--- config.mk ---
export PLATFORM = sky130hd
export DESIGN_NAME = pll_reset_seq
export DESIGN_NICKNAME = d
export VERILOG_FILES = /design/src/rtl/pll_reset_seq.sv
export SDC_FILE = /design/constraint.sdc
export NUM_CORES = 1
export LEC_CHECK = 0
export BUFFER_PORTS_ARGS = -buffer_cell sky130_fd_sc_hd__buf_2
export CAP_MARGIN = 15
export CORE_ASPECT_RATIO = 1.25
export CORE_MARGIN = 2
export CORE_UTILIZATION = 53
export DETAILED_ROUTE_END_ITERATION = 10
export GPL_TIMING_DRIVEN = 0
export PLACE_DENSITY_LB_ADDON = 0.1
export RECOVER_POWER = 100
export SETUP_SLACK_MARGIN = 0.15
export SLEW_MARGIN = 5
export SYNTH_ARGS = -nofsm -noshare
export SYNTH_HDL_FRONTEND = slang
export SYNTH_SLANG_ARGS = --single-unit
--- constraint.sdc ---
create_clock -name clock -period 1.85 [get_ports clock]
set_input_delay 0.37 -clock clock [delete_from_list [all_inputs] [get_ports clock]]
set_output_delay 0.37 -clock clock [all_outputs]
set_load 0.02 [all_outputs]
--- src/rtl/pll_reset_seq.sv ---
// PLL lock qualifier and reset sequencer: synchronizes raw lock, requires a stable
// lock window before releasing the design reset, and filters short lock drops in RUN.
module pll_reset_seq #(
    parameter int unsigned SYNC_STAGES = 2,
    parameter int unsigned HOLD_CYCLES = 1024,
    parameter int unsigned DROP_FILTER = 4
) (
    input  logic       clock,
    input  logic       reset_n,
    input  logic       lock,
    input  logic       restart,
    output logic       reset,
    output logic       ready,
    output logic [7:0] loss_count,
    output logic [1:0] state
);

    localparam int HOLD_W = $clog2(HOLD_CYCLES + 1);
    localparam int DROP_W = $clog2(DROP_FILTER + 1);

    typedef enum logic [1:0] {
        ST_WAIT = 2'd0,
        ST_HOLD = 2'd1,
        ST_RUN  = 2'd2,
        ST_LOST = 2'd3
    } state_t;

    state_t                 st;
    logic [SYNC_STAGES-1:0] sync;
    logic                   lock_s;
    logic [HOLD_W-1:0]      hold_cnt;
    logic [DROP_W-1:0]      drop_cnt;

    // Raw lock is only ever seen by the first flop of this chain.
    always_ff @(posedge clock or negedge reset_n) begin
        if (!reset_n) begin
            sync <= '0;
        end else begin
            sync <= {sync[SYNC_STAGES-2:0], lock};
        end
    end

    assign lock_s = sync[SYNC_STAGES-1];
    assign state  = st;

    // reset/ready are assigned alongside every state change so they track the next state.
    always_ff @(posedge clock or negedge reset_n) begin
        if (!reset_n) begin
            st         <= ST_WAIT;
            hold_cnt   <= '0;
            drop_cnt   <= '0;
            loss_count <= '0;
            reset      <= 1'b1;
            ready      <= 1'b0;
        end else if (restart) begin
            st       <= ST_WAIT;
            hold_cnt <= '0;
            drop_cnt <= '0;
            reset    <= 1'b1;
            ready    <= 1'b0;
        end else begin
            case (st)
                ST_WAIT: begin
                    reset <= 1'b1;
                    ready <= 1'b0;
                    if (lock_s) begin
                        st       <= ST_HOLD;
                        hold_cnt <= HOLD_W'(1);
                    end else begin
                        hold_cnt <= '0;
                    end
                end
                ST_HOLD: begin
                    if (!lock_s) begin
                        st       <= ST_WAIT;
                        hold_cnt <= '0;
                        reset    <= 1'b1;
                        ready    <= 1'b0;
                    end else if (hold_cnt + HOLD_W'(1) == HOLD_W'(HOLD_CYCLES)) begin
                        st       <= ST_RUN;
                        hold_cnt <= HOLD_W'(HOLD_CYCLES);
                        drop_cnt <= '0;
                        reset    <= 1'b0;
                        ready    <= 1'b1;
                    end else begin
                        hold_cnt <= hold_cnt + HOLD_W'(1);
                        reset    <= 1'b1;
                        ready    <= 1'b0;
                    end
                end
                ST_RUN: begin
                    if (lock_s) begin
                        drop_cnt <= '0;
                        reset    <= 1'b0;
                        ready    <= 1'b1;
                    end else if (drop_cnt + DROP_W'(1) == DROP_W'(DROP_FILTER)) begin
                        st       <= ST_LOST;
                        drop_cnt <= '0;
                        reset    <= 1'b1;
                        ready    <= 1'b0;
                        if (loss_count != 8'hFF) begin
                            loss_count <= loss_count + 8'd1;
                        end
                    end else begin
                        drop_cnt <= drop_cnt + DROP_W'(1);
                        reset    <= 1'b0;
                        ready    <= 1'b1;
                    end
                end
                ST_LOST: begin
                    st       <= ST_WAIT;
                    hold_cnt <= '0;
                    drop_cnt <= '0;
                    reset    <= 1'b1;
                    ready    <= 1'b0;
                end
                default: begin
                    st       <= ST_WAIT;
                    hold_cnt <= '0;
                    drop_cnt <= '0;
                    reset    <= 1'b1;
                    ready    <= 1'b0;
                end
            endcase
        end
    end

endmodule
==> impl_metrics.toml, run 1 <==
[setup_path]
cp_cell_sequence = "ha_2, or2b_1, or3b_4, or3_4, buf_6, buf_4, xnor2_1"
path_class = "register to register"
cp_max_fo = 5
crit_required_ns = 2.03
endpoint_kind = "register"
r2r_setup_slack_ns = -0.30
worstPathArrival_ns = 2.33
r2r_end = "loss_count[0]"
path_buf_inv = 2
worstSetupStartpointType = "register"
worstReg2RegStart = "drop_cnt[0]"
reg2reg_depth = 7
cp_top_family = "simple AND/OR/NAND/NOR gates"
slowest_stage = "or3b_4"
worst_path_largest_cell_delay_ns = 0.43

[power]
power.leakage_nw = 1.07
powerDensity_nw_per_um2 = 573
peakVddDrop_v = 0.000627

[timing]
max_freq_mhz = 465
tightest_slew_ns = 1.54
period_needed_ns = 2.15
min_period_over_period_pct = 116
tns_ns = -2.14
final-setup-viol-count = 16
slew_headroom_pct = -2.87
final-hold-violation-count = 0
skew_ns = 0.00520
rsz0062_at_grt = "yes"
fin_ws_ns = -0.300
drv_slew = 29

[min_path]
min_to = "sync[0]"
hold_depth = 1
min_from = "lock"
min_path_type = "input pin to register"

[final_layout]
antennaDiodeCount = 0
nFillCells = 212
seqCellArea_sq_um = 706
multiInputGateArea_sq_um = 1170
nets = 251
drive_gt1_share_pct = 41.2
design_area_sq_um = 2400
syn2layout_area_growth_pct = 39.8

[placement]
portBuffers = 15
place_area_sq_um = 1880
gp_congestion = 0.806
hpwl_um = 2720
preCtsSetupSlack_ns = -0.333

[status]
violations = "capacitance limit, slew limit, setup timing"
status = "finished, violations left"

[die]
rows = 23
die_y_um = 67.7
die_w_um = 54.9
dieArea_sq_um = 3720
core_sq_um = 3170
start_util_pct = 54.3
num_io_pins = 16

[routing]
drt_iter0_drc = 47
dr.pass1.iters = 4
num_vias = 1668
drc = 0
wl_per_cell_um = 17.9
viasPerCell = 6.07
finalWirelength_um = 4920
ant_nets = 0

[logic_synthesis]
synthTopCellsByArea = "dfrtp_1 (39%), ha_1 (5.8%), nand2_1 (5.5%), xnor2_1 (3.6%), nand3_1 (2.9%)"
synth_edf_count = 0
synth-async-reset-ratio_pct = 100
synthesis.nets = 199
synth_top_area_cell = "dfrtp_1"
ys_ff_latch = 28
seq_area_frac_synth_pct = 40.9
yosysWarnings = 0
synth_common_cells = "dfrtp_1 (27), nand2_1 (25), nand3_1 (10), nor2_1 (10)"
synth_top_area_share_pct = 39.3
synthFlopType = "dfrtp_1"
syn-mean-instance-area_sq_um = 9.19
netlist_area_sq_um = 1720
synthMostInstantiatedCell = "dfrtp_1"
synth_cell_types = 50
synth_cells = 187

[clocking]
clockRootBuffer = "clkbuf_8"
cts_tree = "done"
path_clk_slew_ns = 0.10
clk_latency_ns = 0.28
hold_buffers = 0
clockBufferDepth = 2
cts_max_level = 1
numCtsBuffers = 3
clock-sinks = 28

[grt]
track_usage_pct = 25.7
grt_pass1_vias = 1594
grt_max_degree = 29
grt_overflow = 0
grt_pass1_wl_um = 6990
antenna_found_initial = 0

[run]
maxCapViolCount = 1
==> layer usage <==
layer  up-vias  GRT usage (%)  wire length (um)
li1        788              -                 -
met5         -              0                 0
met1       813           30.3              1970
met2        52           45.7              2590
met3        15           2.43               182
met4         0           11.6               175
==> kinds of logic (layout without fill, tap and decap cells) <==
logic type,Yosys count,in the layout,synth area share (%)
compound gates,42,42,17.1
xor+xnor,12,12,6.12
fa+ha+maj,8,8,5.83
buf+inv,15,66,3.79
flops,28,28,40.9
mux,1,1,0.583
simple gates,81,81,25.7
==> flip-flops by register name (all words and copies together), names as in the netlist <==
name / flops
reset: 1
state: 2
hold_cnt: 11
ready: 1
drop_cnt: 3
sync: 2
loss_count: 8
==> where the power goes <==
| group | switching (mW) | internal (mW) | total (mW) |
|---|---|---|---|
| combinational | 0.185 | 0.184 | 0.369 |
| clock | 0.200 | 0.155 | 0.355 |
| sequential | 0.0185 | 0.634 | 0.652 |
==> stage by stage <==
| step | std cells | utilization [%] | hold WS (ns) | power, mW |
|---|---|---|---|---|
| finish | 275 | 75.8 | 0.186 | 1.38 |
| global route | 275 | 75.8 | 0.184 | 1.42 |
| CTS | 261 | 68.8 | 0.125 | 1.24 |
| detailed placement | 239 | 59.5 | 0.348 | 0.850 |
| global placement | 239 | 59.5 | 0.345 | 0.847 |
| floorplan | 187 | - | 0.0744 | 0.789 |
==> placed cells by master (no fill, tap or decap), drive strengths merged, types with 2 or more instances in the layout <==
| cell type | instances |
|---|---|
| a211o | 4 |
| a21o | 2 |
| a21oi | 7 |
| a22o | 2 |
| a22oi | 2 |
| a31oi | 3 |
| and3 | 4 |
| and4 | 2 |
| buf | 36 |
| clkbuf | 25 |
| dfrtp | 27 |
| ha | 8 |
| inv | 5 |
| nand2 | 25 |
| nand2b | 3 |
| nand3 | 10 |
| nand4 | 6 |
| nor2 | 10 |
| nor3 | 7 |
| o21ai | 8 |
| o41ai | 2 |
| or3 | 4 |
| xnor2 | 7 |
| xor2 | 5 |
==> layout make-up <==
type	count	area share, %
buffer	10	3.70
clock buffer	4	1.88
inverter	5	0.782
multi-input combinational	144	48.8
sequential	28	29.4
tap	37	1.93
timing repair buffer	47	13.5
==> worst max-delay path by stage <==
stage          cells past startpoint   startpoint            end  slack (ns)
5_1_grt                            7  drop_cnt[0]  loss_count[3]       -0.39
3_3_place_gp                       7  drop_cnt[0]  loss_count[7]       -0.28
2_1_floorplan                      7  drop_cnt[0]  loss_count[5]       -0.17
4_1_cts                            7  drop_cnt[0]  loss_count[7]       -0.28
6_report                           7  drop_cnt[0]  loss_count[0]       -0.30
3_5_place_dp                       7  drop_cnt[0]  loss_count[5]       -0.33
==> repair_timing <==
item,in CTS,in global routing
setup endpoints to repair,25,23
pin swaps,19,21
resized for setup,34,53
buffers inserted,18,13
cloned,0,1
No activity file was read; power rests on OpenSTA's default activity.
==> run 2, diff against run 1 <==
- BUFFER_PORTS_ARGS: -buffer_cell sky130_fd_sc_hd__buf_2 -> -buffer_cell sky130_fd_sc_hd__clkbuf_2
==> impl_metrics.toml, run 2 (same netlist as run 1, synthesis figures left out) <==
[setup_path]
reg2reg_depth = 7
cp_cell_sequence = "ha_2, or2b_1, or3b_4, or3_4, buf_6, nor3_2, xor2_1"
worstReg2RegStart = "drop_cnt[0]"
slowest_stage = "dfrtp_1"
worstPathArrival_ns = 2.32
path_buf_inv = 1
cp_top_family = "simple AND/OR/NAND/NOR gates"
critical_path_cell_count = 7
startpoint = "drop_cnt[0]"
endpoint_kind = "register"
path_class = "register to register"
worst_path_largest_cell_delay_ns = 0.40
crit_required_ns = 2.07
worstSetupStartpointType = "register"
cp_max_fo = 5

[min_path]
hold_depth = 1
min_from = "lock"
min_path_type = "input pin to register"

[routing]
num_vias = 1637
dr.pass1.iters = 4
drc = 0
finalWirelength_um = 4770
viasPerCell = 6.18
wl_per_cell_um = 18.0
ant_nets = 0
drt_iter0_drc = 43

[timing]
fin_ws_ns = -0.247
skew_ns = 0.00597
rsz0062_at_grt = "yes"
period_needed_ns = 2.10
max_freq_mhz = 477
slew_headroom_pct = -4.36
tightest_slew_ns = 1.57
min_period_over_period_pct = 113
drv_slew = 29
final-setup-viol-count = 9
final-hold-violation-count = 0

[final_layout]
largest_reg_flops = 11
antennaDiodeCount = 0
drive_gt1_share_pct = 37.3
syn2layout_area_growth_pct = 36.2
layout_common_cells = "nand2_1 (24), dfrtp_1 (24), buf_4 (18), clkbuf_1 (11), nand3_1 (10)"
top_regs = "hold_cnt x11, loss_count x8, drop_cnt x3"
top_register = "hold_cnt"
nets = 241
utilization_pct = 73.9

[clocking]
path_clk_slew_ns = 0.10
clock-sinks = 28
clockBufferDepth = 2
numCtsBuffers = 3
hold_buffers = 0
cts_tree = "done"
cts_max_level = 1
clk_latency_ns = 0.29
clockRootBuffer = "clkbuf_8"

[power]
power.leakage_nw = 1.00
peakVddDrop_v = 0.000561
powerDensity_nw_per_um2 = 572
total_power_mw = 1.34

[placement]
portBuffers = 15
hpwl_um = 2750
gp_congestion = 0.804
preCtsSetupSlack_ns = -0.334

[die]
num_io_pins = 16
start_util_pct = 54.3
die_y_um = 67.7
core_sq_um = 3170
die_w_um = 54.9
rows = 23
dieArea_sq_um = 3720

[status]
violations = "capacitance limit, slew limit, setup timing"
status = "finished, violations left"

[grt]
grt_overflow = 0
antenna_found_initial = 0
track_usage_pct = 26.1
grt_pass1_wl_um = 6960
grt_max_degree = 29
grt_pass1_vias = 1578

[run]
maxCapViolCount = 1
## run 2: cell count changes in the layout (fill, tap and decap cells not counted), sizes merged
cell,change
clkbuf,+1
buf,-11
## run 2: layer usage
layer	routed length, um	up-vias	global-route usage [%]
li1	-	766	-
met1	1810	794	28.6
met2	2590	55	47.8
met3	150	22	3.32
met4	216	0	12.2
met5	0	-	0
## run 2: power by group
| part | leakage, nW | switching (mW) | internal (mW) |
|---|---|---|---|
| logic | 0.617 | 0.177 | 0.148 |
| clock network | 0.0228 | 0.205 | 0.155 |
| registers | 0.365 | 0.0185 | 0.634 |
## run 2: repair_timing
| item | 4_1_cts | 5_1_grt |
|---|---|---|
| buffers inserted | 14 | 7 |
| pin swaps | 14 | 16 |
| cloned | 0 | 1 |
| hold endpoints to repair | 0 | 0 |
| endpoints found under the setup margin | 26 | 20 |
| gates resized for setup | 40 | 23 |
## run 2: layout make-up
class,count,area [sq um]
plain buffers,10,88.8
flip-flops and latches,28,706
clock buffers,4,45.0
repair buffers,37,260
multi-input cells,144,1170
well taps,37,46.3
fillers,226,826
inverters,5,23.8
## run 2: metrics by stage
step	std cells	TNS, ns	area (sq um)	hold WS, ns
2_1_floorplan	187	-0.652	1760	0.0744
3_3_place_gp	239	-1.73	1880	0.345
3_5_place_dp	239	-2.32	1880	0.347
4_1_cts	257	-1.40	2180	0.143
5_1_grt	265	-2.12	2340	0.188
6_report	265	-1.40	2340	0.184
## run 2: final timing paths
kind                                       to  slack [ns]
worst max-delay path            loss_count[5]       -0.25
worst max register to register  loss_count[5]       -0.25
min in group asynchronous         hold_cnt[4]        0.45
worst min register to register        sync[1]        0.37
max in group asynchronous            state[0]        0.37
worst min-delay path                  sync[0]        0.18
==> run 3, diff against run 2 <==
- ABC_CLOCK_PERIOD_IN_PS: not set -> 1800
- clock period: 1.85 -> 1.8 ns (I/O delays scaled with it)
==> impl_metrics.toml, run 3 (same netlist as run 1, synthesis figures left out) <==
[status]
status = "finished, violations left"
violations = "capacitance limit, slew limit, setup timing"

[final_layout]
antennaDiodeCount = 0
top_regs = "hold_cnt x11, loss_count x8, drop_cnt x3"
syn2layout_area_growth_pct = 38.6
final_common_cell = "dfrtp_1"
top_register = "hold_cnt"
nets = 242
final_cells = 266
utilization_pct = 75.2
drive_gt1_share_pct = 38.4
largest_reg_flops = 11
layout_common_cells = "dfrtp_1 (24), nand2_1 (23), buf_4 (16), clkbuf_1 (14), nand3_1 (10)"

[clocking]
hold_buffers = 0
clk_latency_ns = 0.28
clockRootBuffer = "clkbuf_8"
cts_tree = "done"
numCtsBuffers = 3
clockBufferDepth = 2
path_clk_slew_ns = 0.10
clock-sinks = 28
cts_max_level = 1

[timing]
period_needed_ns = 2.14
hold-worst-slack_ns = 0.193
tightest_slew_ns = 1.52
slew_headroom_pct = -1.41
drv_slew = 29
max_freq_mhz = 467
min_period_over_period_pct = 119
fin_ws_ns = -0.343
rsz0062_at_grt = "yes"
final-setup-viol-count = 10
final-hold-violation-count = 0
skew_ns = 0.00526

[grt]
grtUsageMet2_pct = 46.9
met3_usage_pct = 3.10
antenna_found_initial = 0
grt_pass1_wl_um = 7100
grt_max_degree = 29
busiest_layer = "met2"
gr-usage-met1_pct = 30.6
grt_pass1_vias = 1555
grt_overflow = 0
track_usage_pct = 26.1

[placement]
portBuffers = 15
gp_congestion = 0.785
hpwl_um = 2810
place_inst = 239
preCtsSetupSlack_ns = -0.398

[routing]
viasPerCell = 6.21
wl_per_cell_um = 17.7
num_vias = 1653
drc = 0
drt_iter0_drc = 56
finalWirelength_um = 4700
dr.pass1.iters = 5
ant_nets = 0

[setup_path]
worstPathArrival_ns = 2.35
crit_required_ns = 2.01
reg2reg_depth = 7
cp_cell_sequence = "ha_2, or2b_1, or3b_4, or3_4, buf_8, nor3_4, xor2_1"
startpoint = "drop_cnt[0]"
slowest_stage = "dfrtp_1"
cp_max_fo = 5
path_class = "register to register"
worstSetupStartpointType = "register"
endpoint_kind = "register"
worst_path_largest_cell_delay_ns = 0.40
worstReg2RegStart = "drop_cnt[0]"
r2r_end = "loss_count[5]"
r2r_setup_slack_ns = -0.34

[run]
maxCapViolCount = 1

[power]
internal_power_mw = 0.988
comb_power_share_pct = 22.5
pwr-share-seq_pct = 49.0
swShare_pct = 27.9
clkPwrFrac_pct = 28.5
powerDensity_nw_per_um2 = 576
power.leakage_nw = 1.03
netSwitchingPower_mw = 0.383
total_power_mw = 1.37
peakVddDrop_v = 0.000744

[min_path]
min_path_type = "input pin to register"
min_to = "sync[0]"
hold_depth = 1
min_from = "lock"

[die]
start_util_pct = 54.3
die_w_um = 54.9
die_y_um = 67.7
dieArea_sq_um = 3720
rows = 23
core_sq_um = 3170
num_io_pins = 16
run 3: cell count changes in the layout (fill, tap and decap cells not counted), sizes merged:
cell / delta
buf: +1
run 3: worst max-delay path by stage:
| stage | endpoint |
|---|---|
| after floorplan | loss_count[5] |
| after global placement | loss_count[7] |
| after detailed placement | loss_count[5] |
| after CTS | loss_count[7] |
| after global routing | loss_count[6] |
| final | loss_count[5] |
run 3: metrics by stage:
step | TNS [ns] | cell area (sq um)
6_report | -2.27 | 2380
5_1_grt | -3.25 | 2380
4_1_cts | -2.35 | 2210
3_5_place_dp | -3.19 | 1880
3_3_place_gp | -2.37 | 1880
2_1_floorplan | -0.979 | 1760
run 3: final cells by class:
cell class	instances	area, sq um
fill	227	785
multi-input combinational	144	1200
inverter	5	23.8
buffer	10	93.8
timing repair buffer	38	259
sequential	28	706
tap	37	46.3
clock buffer	4	55.1
run 3: timing repair:
| item | 4_1_cts | 5_1_grt |
|---|---|---|
| buffers inserted | 16 | 7 |
| gates resized for setup | 41 | 38 |
| setup endpoints to repair | 26 | 24 |
| pin swaps | 17 | 22 |
run 3: power groups by stage:
| stage | clock (mW) | sequential [mW] | combinational [mW] |
|---|---|---|---|
| floorplan | 0 | 0.699 | 0.113 |
| global placement | 0 | 0.685 | 0.185 |
| detailed placement | 0 | 0.686 | 0.189 |
| CTS | 0.398 | 0.673 | 0.239 |
| global route | 0.420 | 0.675 | 0.328 |
| finish | 0.391 | 0.672 | 0.309 |
run 3: per-layer routing:
| layer | wire, um | part of all wire (%) | vias up |
|---|---|---|---|
| met5 | 0 | 0 | - |
| met4 | 141 | 3.0 | 0 |
| met3 | 166 | 3.5 | 13 |
| met2 | 2530 | 54 | 51 |
| met1 | 1860 | 40 | 823 |
| li1 | - | - | 766 |
run 3: critical path, delay by kind of cell (launching register included):
| family | cells | cell delay, ns |
|---|---|---|
| and+or+nand+nor | 4 | 1.19 |
| DFF | 1 | 0.40 |
| adders and majority gates | 1 | 0.19 |
| buffers and inverters | 1 | 0.15 |
| xor gates and xnor gates | 1 | 0.15 |
